## src/rtl/div_pkg.sv

```systemverilog
// ---------------------------------------------------------------------------
// div_pkg
//   Shared definitions for the sequential signed divider (divide_remainder)
//   and its single-step datapath (div_step).
//   - state_e      : controller states
//   - DEF_*        : default geometry (8-bit divisor, 16-bit dividend)
//   - dw_of()      : dividend width for a given BITWIDTH / double-scale flag
//   - cnt_w_of()   : width of a counter that must hold the value DW
// ---------------------------------------------------------------------------
package div_pkg;

  typedef enum logic [1:0] {
    S_IDLE = 2'd0,
    S_CALC = 2'd1,
    S_FIX  = 2'd2,
    S_DONE = 2'd3
  } state_e;

  localparam int DEF_BITWIDTH     = 8;
  localparam int DEF_DOUBLE_SCALE = 1;
  localparam int DEF_DW           = DEF_BITWIDTH * (DEF_DOUBLE_SCALE + 1);
  localparam int DEF_CNT_W        = $clog2(DEF_DW + 1);

  function automatic int dw_of(input int bitwidth, input int double_scale);
    return bitwidth * (double_scale + 1);
  endfunction

  function automatic int cnt_w_of(input int dw);
    return $clog2(dw + 1);
  endfunction

endpackage

```

## src/rtl/div_step.sv

```systemverilog
// ---------------------------------------------------------------------------
// div_step
//   One combinational restoring-division iteration on magnitudes.
//   rem_i : partial remainder (BITWIDTH+1 bits, always < dvs_i)
//   bit_i : next dividend bit, shifted into the remainder LSB
//   dvs_i : divisor magnitude (BITWIDTH+1 bits, 1 .. 2^(BITWIDTH-1))
//   rem_o : partial remainder after the trial subtraction
//   q_o   : quotient bit produced by this step
// ---------------------------------------------------------------------------
module div_step #(
  parameter int BITWIDTH = 8
) (
  input  logic [BITWIDTH:0] rem_i,
  input  logic              bit_i,
  input  logic [BITWIDTH:0] dvs_i,
  output logic [BITWIDTH:0] rem_o,
  output logic              q_o
);

  // One extra bit so the shift never loses information, even though the
  // incoming remainder is always below the divisor.
  logic [BITWIDTH+1:0] shifted;

  assign shifted = {rem_i, bit_i};

  // Trial subtraction: the difference is kept only when it is non-negative.
  assign q_o   = (shifted >= {1'b0, dvs_i});
  assign rem_o = q_o ? (shifted[BITWIDTH:0] - dvs_i) : shifted[BITWIDTH:0];

endmodule

```

## src/rtl/divide_remainder.sv

```systemverilog
// ---------------------------------------------------------------------------
// divide_remainder
//   Sequential signed divider, restoring, one quotient bit per cycle.
//   dividend = remainder + quotient * divisor; quotient truncates toward
//   zero, remainder takes the dividend's sign.
//   clk, rst      : clock, asynchronous active-high reset
//   in_valid      : operands present          in_ready  : accepting (IDLE)
//   in_dividend   : signed, DW bits           in_divisor: signed, BITWIDTH
//   out_valid     : result present (DONE)     out_ready : result consumed
//   quotient      : low BITWIDTH bits of the signed quotient (not saturated)
//   remainder     : signed remainder, exact
//   overflow      : quotient not representable in BITWIDTH signed bits
//   div_by_zero   : divisor was zero
// ---------------------------------------------------------------------------
module divide_remainder
  import div_pkg::*;
#(
  parameter  int BITWIDTH                 = DEF_BITWIDTH,
  parameter  int IS_BITWIDTH_DOUBLE_SCALE = DEF_DOUBLE_SCALE,
  localparam int DW                       = dw_of(BITWIDTH, IS_BITWIDTH_DOUBLE_SCALE)
) (
  input  logic                clk,
  input  logic                rst,
  input  logic                in_valid,
  output logic                in_ready,
  input  logic [DW-1:0]       in_dividend,
  input  logic [BITWIDTH-1:0] in_divisor,
  output logic                out_valid,
  input  logic                out_ready,
  output logic [BITWIDTH-1:0] quotient,
  output logic [BITWIDTH-1:0] remainder,
  output logic                overflow,
  output logic                div_by_zero
);

  localparam int CNT_W = cnt_w_of(DW);

  state_e              state_q, state_d;
  logic [CNT_W-1:0]    cnt_q, cnt_d;
  logic [DW-1:0]       dq_q, dq_d;       // dividend bits shift out, quotient bits shift in
  logic [BITWIDTH:0]   rem_q, rem_d;
  logic [BITWIDTH:0]   dvs_q, dvs_d;
  logic                q_neg_q, q_neg_d;
  logic                r_neg_q, r_neg_d;
  logic [BITWIDTH-1:0] quotient_q, quotient_d;
  logic [BITWIDTH-1:0] remainder_q, remainder_d;
  logic                overflow_q, overflow_d;
  logic                dbz_q, dbz_d;

  // Operand magnitudes: DW bits / BITWIDTH+1 bits unsigned, so the most
  // negative values negate without wrapping.
  logic [DW-1:0]       dvd_mag;
  logic [BITWIDTH:0]   dvs_ext, dvs_mag;
  logic                divisor_zero;

  assign dvd_mag      = in_dividend[DW-1] ? (~in_dividend + 1'b1) : in_dividend;
  assign dvs_ext      = {in_divisor[BITWIDTH-1], in_divisor};
  assign dvs_mag      = dvs_ext[BITWIDTH] ? (~dvs_ext + 1'b1) : dvs_ext;
  assign divisor_zero = (in_divisor == '0);

  logic [BITWIDTH:0]   step_rem;
  logic                step_q;

  div_step #(.BITWIDTH(BITWIDTH)) u_step (
    .rem_i (rem_q),
    .bit_i (dq_q[DW-1]),
    .dvs_i (dvs_q),
    .rem_o (step_rem),
    .q_o   (step_q)
  );

  // Signed quotient needs DW+1 bits: |-2^(DW-1) / -1| does not fit in DW.
  logic [DW:0]         q_ext, q_signed;
  logic [DW-BITWIDTH+1:0] q_high;         // bits that must all equal the sign

  assign q_ext    = {1'b0, dq_q};
  assign q_signed = q_neg_q ? (~q_ext + 1'b1) : q_ext;
  assign q_high   = q_signed[DW:BITWIDTH-1];

  // ---------------- FSM: state register ----------------
  // NOTE: sequential state uses non-blocking assignments so every register
  // samples pre-edge values, independent of process evaluation order.
  always_ff @(posedge clk or posedge rst) begin
    if (rst) state_q <= S_IDLE;
    else     state_q <= state_d;
  end

  // ---------------- FSM: next state ----------------
  // NOTE: every signal driven here gets a default first, so no path leaves
  // it unassigned and no latch is inferred.
  always_comb begin
    state_d = state_q;
    unique case (state_q)
      S_IDLE: if (in_valid) state_d = divisor_zero ? S_DONE : S_CALC;
      S_CALC: if (cnt_q == '0) state_d = S_FIX;
      S_FIX:  state_d = S_DONE;
      S_DONE: if (out_ready) state_d = S_IDLE;
      default: state_d = S_IDLE;
    endcase
  end

  // ---------------- FSM: outputs ----------------
  always_comb begin
    in_ready  = (state_q == S_IDLE);
    out_valid = (state_q == S_DONE);
  end

  // ---------------- datapath next state ----------------
  always_comb begin
    cnt_d       = cnt_q;
    dq_d        = dq_q;
    rem_d       = rem_q;
    dvs_d       = dvs_q;
    q_neg_d     = q_neg_q;
    r_neg_d     = r_neg_q;
    quotient_d  = quotient_q;
    remainder_d = remainder_q;
    overflow_d  = overflow_q;
    dbz_d       = dbz_q;

    unique case (state_q)
      S_IDLE: begin
        if (in_valid) begin
          cnt_d       = CNT_W'(DW);
          dq_d        = dvd_mag;
          rem_d       = '0;
          dvs_d       = dvs_mag;
          q_neg_d     = in_dividend[DW-1] ^ in_divisor[BITWIDTH-1];
          r_neg_d     = in_dividend[DW-1];
          quotient_d  = '0;
          remainder_d = '0;
          overflow_d  = 1'b0;
          dbz_d       = divisor_zero;
        end
      end
      S_CALC: begin
        // The counter reaching zero costs one idle CALC cycle before FIX.
        if (cnt_q != '0) begin
          rem_d = step_rem;
          dq_d  = {dq_q[DW-2:0], step_q};
          cnt_d = cnt_q - 1'b1;
        end
      end
      S_FIX: begin
        quotient_d  = q_signed[BITWIDTH-1:0];
        // The final remainder is below |divisor| <= 2^(BITWIDTH-1), so its
        // magnitude always fits in BITWIDTH-1 bits plus sign.
        remainder_d = r_neg_q ? (~rem_q[BITWIDTH-1:0] + 1'b1) : rem_q[BITWIDTH-1:0];
        overflow_d  = ~((&q_high) | ~(|q_high));
      end
      default: ;
    endcase
  end

  always_ff @(posedge clk or posedge rst) begin
    if (rst) begin
      cnt_q       <= '0;
      dq_q        <= '0;
      rem_q       <= '0;
      dvs_q       <= '0;
      q_neg_q     <= 1'b0;
      r_neg_q     <= 1'b0;
      quotient_q  <= '0;
      remainder_q <= '0;
      overflow_q  <= 1'b0;
      dbz_q       <= 1'b0;
    end else begin
      cnt_q       <= cnt_d;
      dq_q        <= dq_d;
      rem_q       <= rem_d;
      dvs_q       <= dvs_d;
      q_neg_q     <= q_neg_d;
      r_neg_q     <= r_neg_d;
      quotient_q  <= quotient_d;
      remainder_q <= remainder_d;
      overflow_q  <= overflow_d;
      dbz_q       <= dbz_d;
    end
  end

  assign quotient    = quotient_q;
  assign remainder   = remainder_q;
  assign overflow    = overflow_q;
  assign div_by_zero = dbz_q;

endmodule

```

## config.mk

```make
export PLATFORM = sky130hd
export DESIGN_NAME = divide_remainder
export DESIGN_NICKNAME = d
export VERILOG_FILES = /design/src/rtl/div_pkg.sv /design/src/rtl/div_step.sv /design/src/rtl/divide_remainder.sv
export SDC_FILE = /design/constraint.sdc
export NUM_CORES = 1
export LEC_CHECK = 0
export BUFFER_PORTS_ARGS = -buffer_cell sky130_fd_sc_hd__buf_2
export CORE_ASPECT_RATIO = 1.1
export CORE_MARGIN = 2
export CORE_UTILIZATION = 45
export DETAILED_ROUTE_END_ITERATION = 10
export GPL_TIMING_DRIVEN = 1
export PLACE_DENSITY = 0.7
export SLEW_MARGIN = 20
export SYNTH_ARGS = -nofsm -noshare
export SYNTH_HDL_FRONTEND = slang
export SYNTH_SLANG_ARGS = --single-unit
export TNS_END_PERCENT = 20
```

## constraint.sdc

```tcl
create_clock -name clk -period 4.05 [get_ports clk]
set_input_delay 0.81 -clock clk [delete_from_list [all_inputs] [get_ports clk]]
set_output_delay 0.81 -clock clk [all_outputs]
set_load 0.01 [all_outputs]
```

Word-level counts from Yosys, hierarchy flattened:

Index checks and enable logic that the tools add are counted.

* register bits after elaboration: 61
* input port bits: 28
* output and inout bits: 20

* $add $sub $neg: 6
* $lt $le $gt $ge: 1
* equal/unequal tests: 7
* mux-type cells: 24
* bitwise logic cells: 8
* reduce and logical (&&, ||, !) cells: 12

Operator list (count)
* $mux W16: 3
* $mux W9: 4
* $pmux W16 S2: 1
* $pmux W8 S2: 2
* $pmux W9 S2: 1
* $add A17 B1 Y17 const B: 1
* $mux W17: 1
* $not A16 Y17: 1
* $add A16 B1 Y16 const B: 1
* $mux W8: 2
* $not A16 Y16: 1
* $ge A10 B9 Y1: 1
* $mux W5: 2
* $pmux W5 S2: 1
* $reduce_and A10 Y1: 1
* $reduce_or A10 Y1: 1
* $add A9 B1 Y9 const B: 1
* $not A9 Y9: 1
* $sub A9 B9 Y9: 1
* $add A8 B1 Y8 const B: 1
* $logic_not A8 Y1: 1
* $mux W2: 4
* $not A8 Y8: 1
* $pmux W2 S4: 1
* 16 further kinds: 23

Depth between registers and ports, before layout:

* depth after elaboration: 8
* mapped depth: 12
* depth with buffers taken out: 11

Cells and area by module:

Synthesis repeated with hierarchy kept, for this count alone.

* cells, all modules: 494
* area, all modules: 4309.1 um2

By module, submodules not included
* divide_remainder: times used 1, cells an instance 408, area an instance 3636.0 um2
* div_step: times used 1, cells an instance 86, area an instance 673.1 um2

Least setup slack after synthesis:

OpenSTA, ideal clock, no wires.

* kind: input to register
* from: input port in_dividend[6]
* to: register dq_q[14]
* arrival: 2.594 ns
* required time: 3.974 ns
* path slack: 1.379 ns
* stages: 7
* path buffers: 0
* path through: or3_1 or4_4 or4_4 o31ai_4 xnor2_1 mux2i_1 o21ai_1

* longest elaborated chain between the ends: 5

Ends and longest elaborated chain
* from (decl): line divide_remainder.sv:26 `input logic [DW-1:0] in_dividend,`
* $not A16 Y16: line divide_remainder.sv:56 `assign dvd_mag = in_dividend[DW-1] ? (~in_dividend + 1'b1) : in_dividend;`
* $add A16 B1 Y16: line divide_remainder.sv:56
* $mux W16: line divide_remainder.sv:56
* $mux W16: line divide_remainder.sv:123 `if (in_valid) begin`
* $pmux W16 S2: line divide_remainder.sv:121 `unique case (state_q)`
* to (signal assigned): line divide_remainder.sv:169 `dq_q <= dq_d;`
* to (decl): line divide_remainder.sv:40 `logic [DW-1:0] dq_q, dq_d;`

No other way between the ends. The select of a mux whose other input is x is not followed.
A chain may end at the register's enable or synchronous reset.

Worst setup path after layout:

* from: register dq_q[15]
* to: register rem_q[0]

* longest elaborated chain between the ends: 4
* elaborated cells on any way between the ends: 5

Ends and longest elaborated chain
* $sub A9 B9 Y9 / $ge A10 B9 Y1 (equally long branches): line div_step.sv:28, div_step.sv:27
* $mux W9 *: line div_step.sv:28 `assign rem_o = q_o ? (shifted[BITWIDTH:0] - dvs_i) : shifted[BITWIDTH:0];`
* $mux W9 *: line divide_remainder.sv:138 `if (cnt_q != '0) begin`
* $pmux W9 S2 *: line divide_remainder.sv:121
* to (signal assigned): line divide_remainder.sv:170 `rem_q <= rem_d;`
* to (decl): line divide_remainder.sv:41 `logic [BITWIDTH:0] rem_q, rem_d;`

Mark *: on every way between the ends. The rest lies on a longest branch, timed or not. The select of a mux whose other input is x is not followed.

==> results.toml <==
[run_status]
outcome = "complete, no violations"

[place]
dpl_cell_area_um2 = 4292
dp.cells = 606
post-place-ws_ns = 1.167
gp_congestion = 0.8323
dpl.hpwl_um = 6457
io_buffer_count = 47

[clocking]
worstSkewPairLatency_ns = 0.34
cts_tree = "built"
cts.sinks = 61
cts-htree-levels = 3
cts_hold_buf = 0
cts_buffer_depth = 2
cts_resized = 0
ctsRootBufferMaster = "clkbuf_8"
clkSlewWorstSetupHoldPaths_ns = 0.06
cts_buffers = 9
postCtsSetupBuffers = 0

[detailed_routing]
first_iter_violations = 186
vias_per_cell = 5.331
drc_errors = 0
ant_nets = 0
finalWirelength_um = 8449
drt_pass1_iterations = 4
vias = 3316
wire_per_inst_um = 13.58

[sta]
finalSetupViolations = 0
report.final.hold_viol_count = 0
slew_viol_final = 0
rsz0062_at_grt = "false"
fin_crit_sh_pct = 69.56
min_period_ns = 2.817
tightest_slew_ns = 0.8821
finClkSkew_ns = 0.006704
fin_tns_setup_ns = 0
slew-limit-headroom_pct = 41.11
max_clock_freq_mhz = 355.0
fin_ws_ns = 1.233

[power_and_ir_drop]
pwr_density_cell_nw_per_um2 = 760.7
ir_drop_uv = 494.8
total_power_mw = 3.386
total_leakage_power_nw = 2.043

[cells_and_area]
area_delta_synth_final_pct = 11.79
regArea_um2 = 1526
final_area_um2 = 4451
num-nets-final = 551
stdcell_count = 622
final_layout_size_suffix_gt1_share_pct = 15.35
fillers = 865
multiInputGateArea_um2 = 2256
n_antenna_cell = 0

[die]
design.core.area_um2 = 8738
io_pins = 48
die-area_um2 = 9617
initial_core_util_pct = 45.56
die_h_um = 102.7
rows = 36
die_w_um = 93.69

[critical_path]
crit_fanout = 12
arrival_ns = 3.04
startpoint_type = "flop"
worstPathRequired_ns = 4.28
crit_start = "dq_q[15]$_DFFE_PP0P_"
reg2regPathDepth = 11
end_kind = "flop"
path_class = "flop to flop"
rr_startpoint = "dq_q[15]$_DFFE_PP0P_"

[hold_path]
hold-path-cell-count = 2
hp-class = "flop to flop"
worstHoldStart = "remainder[7]$_DFFE_PP0P_"

[synth]
synth_edf_count = 0
ys_warn_count = 0
post-synth-top-area-fraction_pct = 38.34
synth_top_area_cell = "dfrtp_1"
ys_ff_latch = 61
async_reset_ff_share_pct = 100.0
synth_commonest_cells = "nand2_1 (72), o21ai_0 (63), dfrtp_1 (61), nor2_1 (30), xor2_1 (30)"
synth-seq-area-share_pct = 38.34
yosysMostFrequentCell = "nand2_1"
ys_types = 53
synth_cells = 465
synth.avg_cell_area_um2 = 8.562
synthFlopType = "dfrtp_1"
synth_nets = 513
synthTopCellsByArea = "dfrtp_1 (38%), o21ai_0 (7.9%), nand2_1 (6.8%)"
synth_area_um2 = 3981

[grt]
grt_max_degree = 44
grt_first_pass_wirelength_um = 14720
antenna_found_initial = 0
grtUsageTotal_pct = 19.25
grt_pass1_vias = 3114
grt_overflow_total = 0

[job]
cap_violations = 0
## critical path, cell delays in order, from the launching register on
cell and delay (ns):
dfrtp_1 0.41, inv_1 0.11, ha_1 0.17, inv_1 0.05, fa_1 0.39, a21o_1 0.20
a21oi_1 0.24, o21ai_0 0.12, a31o_2 0.27, o32a_1 0.37, mux2i_1 0.18, a22o_1 0.21
## worst paths after layout
kind / to / slack, ns
worst max-delay path: rem_q[0]$_DFFE_PP0P_ / 1.23
worst min-delay path: remainder[7]$_DFFE_PP0P_ / 0.48
worst max register to register: rem_q[0]$_DFFE_PP0P_ / 1.23
worst min register to register: remainder[7]$_DFFE_PP0P_ / 0.48
max in group asynchronous: r_neg_q$_DFFE_PP0P_ / 2.60
min in group asynchronous: remainder[2]$_DFFE_PP0P_ / 0.66
## cell type report
type                       count  share of cell area, %
multi-input combinational    353                  50.69
sequential                    61                  34.30
timing repair buffer          51                  5.960
tap                          114                  3.205
clock buffer                  11                  2.952
clock inverter                 5                 0.6185
inverter                      27                  2.277
## cell families (layout without fill, tap and decap cells)
| group | count (synthesis) | in the layout | share of synthesized area [%] |
|---|---|---|---|
| xor gates and xnor gates | 45 | 45 | 9.899 |
| and+or+nand+nor | 150 | 150 | 17.32 |
| adders and majority gates | 20 | 20 | 6.474 |
| buffers and inverters | 51 | 94 | 5.091 |
| muxes | 18 | 18 | 4.682 |
| AOI/OAI and AO/OA | 120 | 120 | 18.20 |
| DFF | 61 | 61 | 38.34 |
## layer usage
layer  vias up  wire length [µm]  GRT usage, %
met2        69              4015         32.31
met5         -                 0             0
met3        10               272         2.485
li1       1684                 -             -
met1      1553              4036         25.49
met4         0               126         7.581
## registers in the layout, indices dropped and copies added (netlist names)
register,cells
q_neg_q,1
div_by_zero,1
dvs_q,9
quotient,8
r_neg_q,1
state_q,2
rem_q,9
remainder,8
overflow,1
dq_q,16
cnt_q,5
## layout by cell type (no fill, tap or decap), types with 2 or more instances in the layout
cell	n
clkinv_2	4
xor2_1	30
ha_1	19
mux2i_1	13
dfrtp_1	61
or3_1	5
nor2b_1	7
nor4_1	4
o31ai_1	7
nor2_1	30
a22o_1	2
xnor2_1	15
o21ai_1	2
o311ai_0	2
or4_1	3
nand4_1	5
a21oi_1	19
buf_4	4
nand3_1	5
clkbuf_8	9
nand2_1	72
clkbuf_1	2
o41ai_1	4
mux2_2	5
nand2b_1	4
nor3_1	7
o21a_1	2
o21ai_0	63
inv_1	26
or2_2	2
o21bai_1	2
buf_2	47
or4_4	2
## per-stage QoR
stage / utilization [%] / hold slack, ns
floorplan: - / 0.4498
global placement: 49.11 / 0.4607
detailed placement: 49.11 / 0.4658
CTS: 50.93 / 0.4805
global route: 50.93 / 0.5024
finish: 50.93 / 0.4752
## power breakdown
part           total [mW]  leakage [nW]  switching [mW]  internal, mW
clock network       0.456        0.0829           0.238         0.218
logic                1.79          1.18            1.04         0.752
registers            1.14         0.779           0.282         0.858
Note: power is estimated with default switching activity, not from simulation.
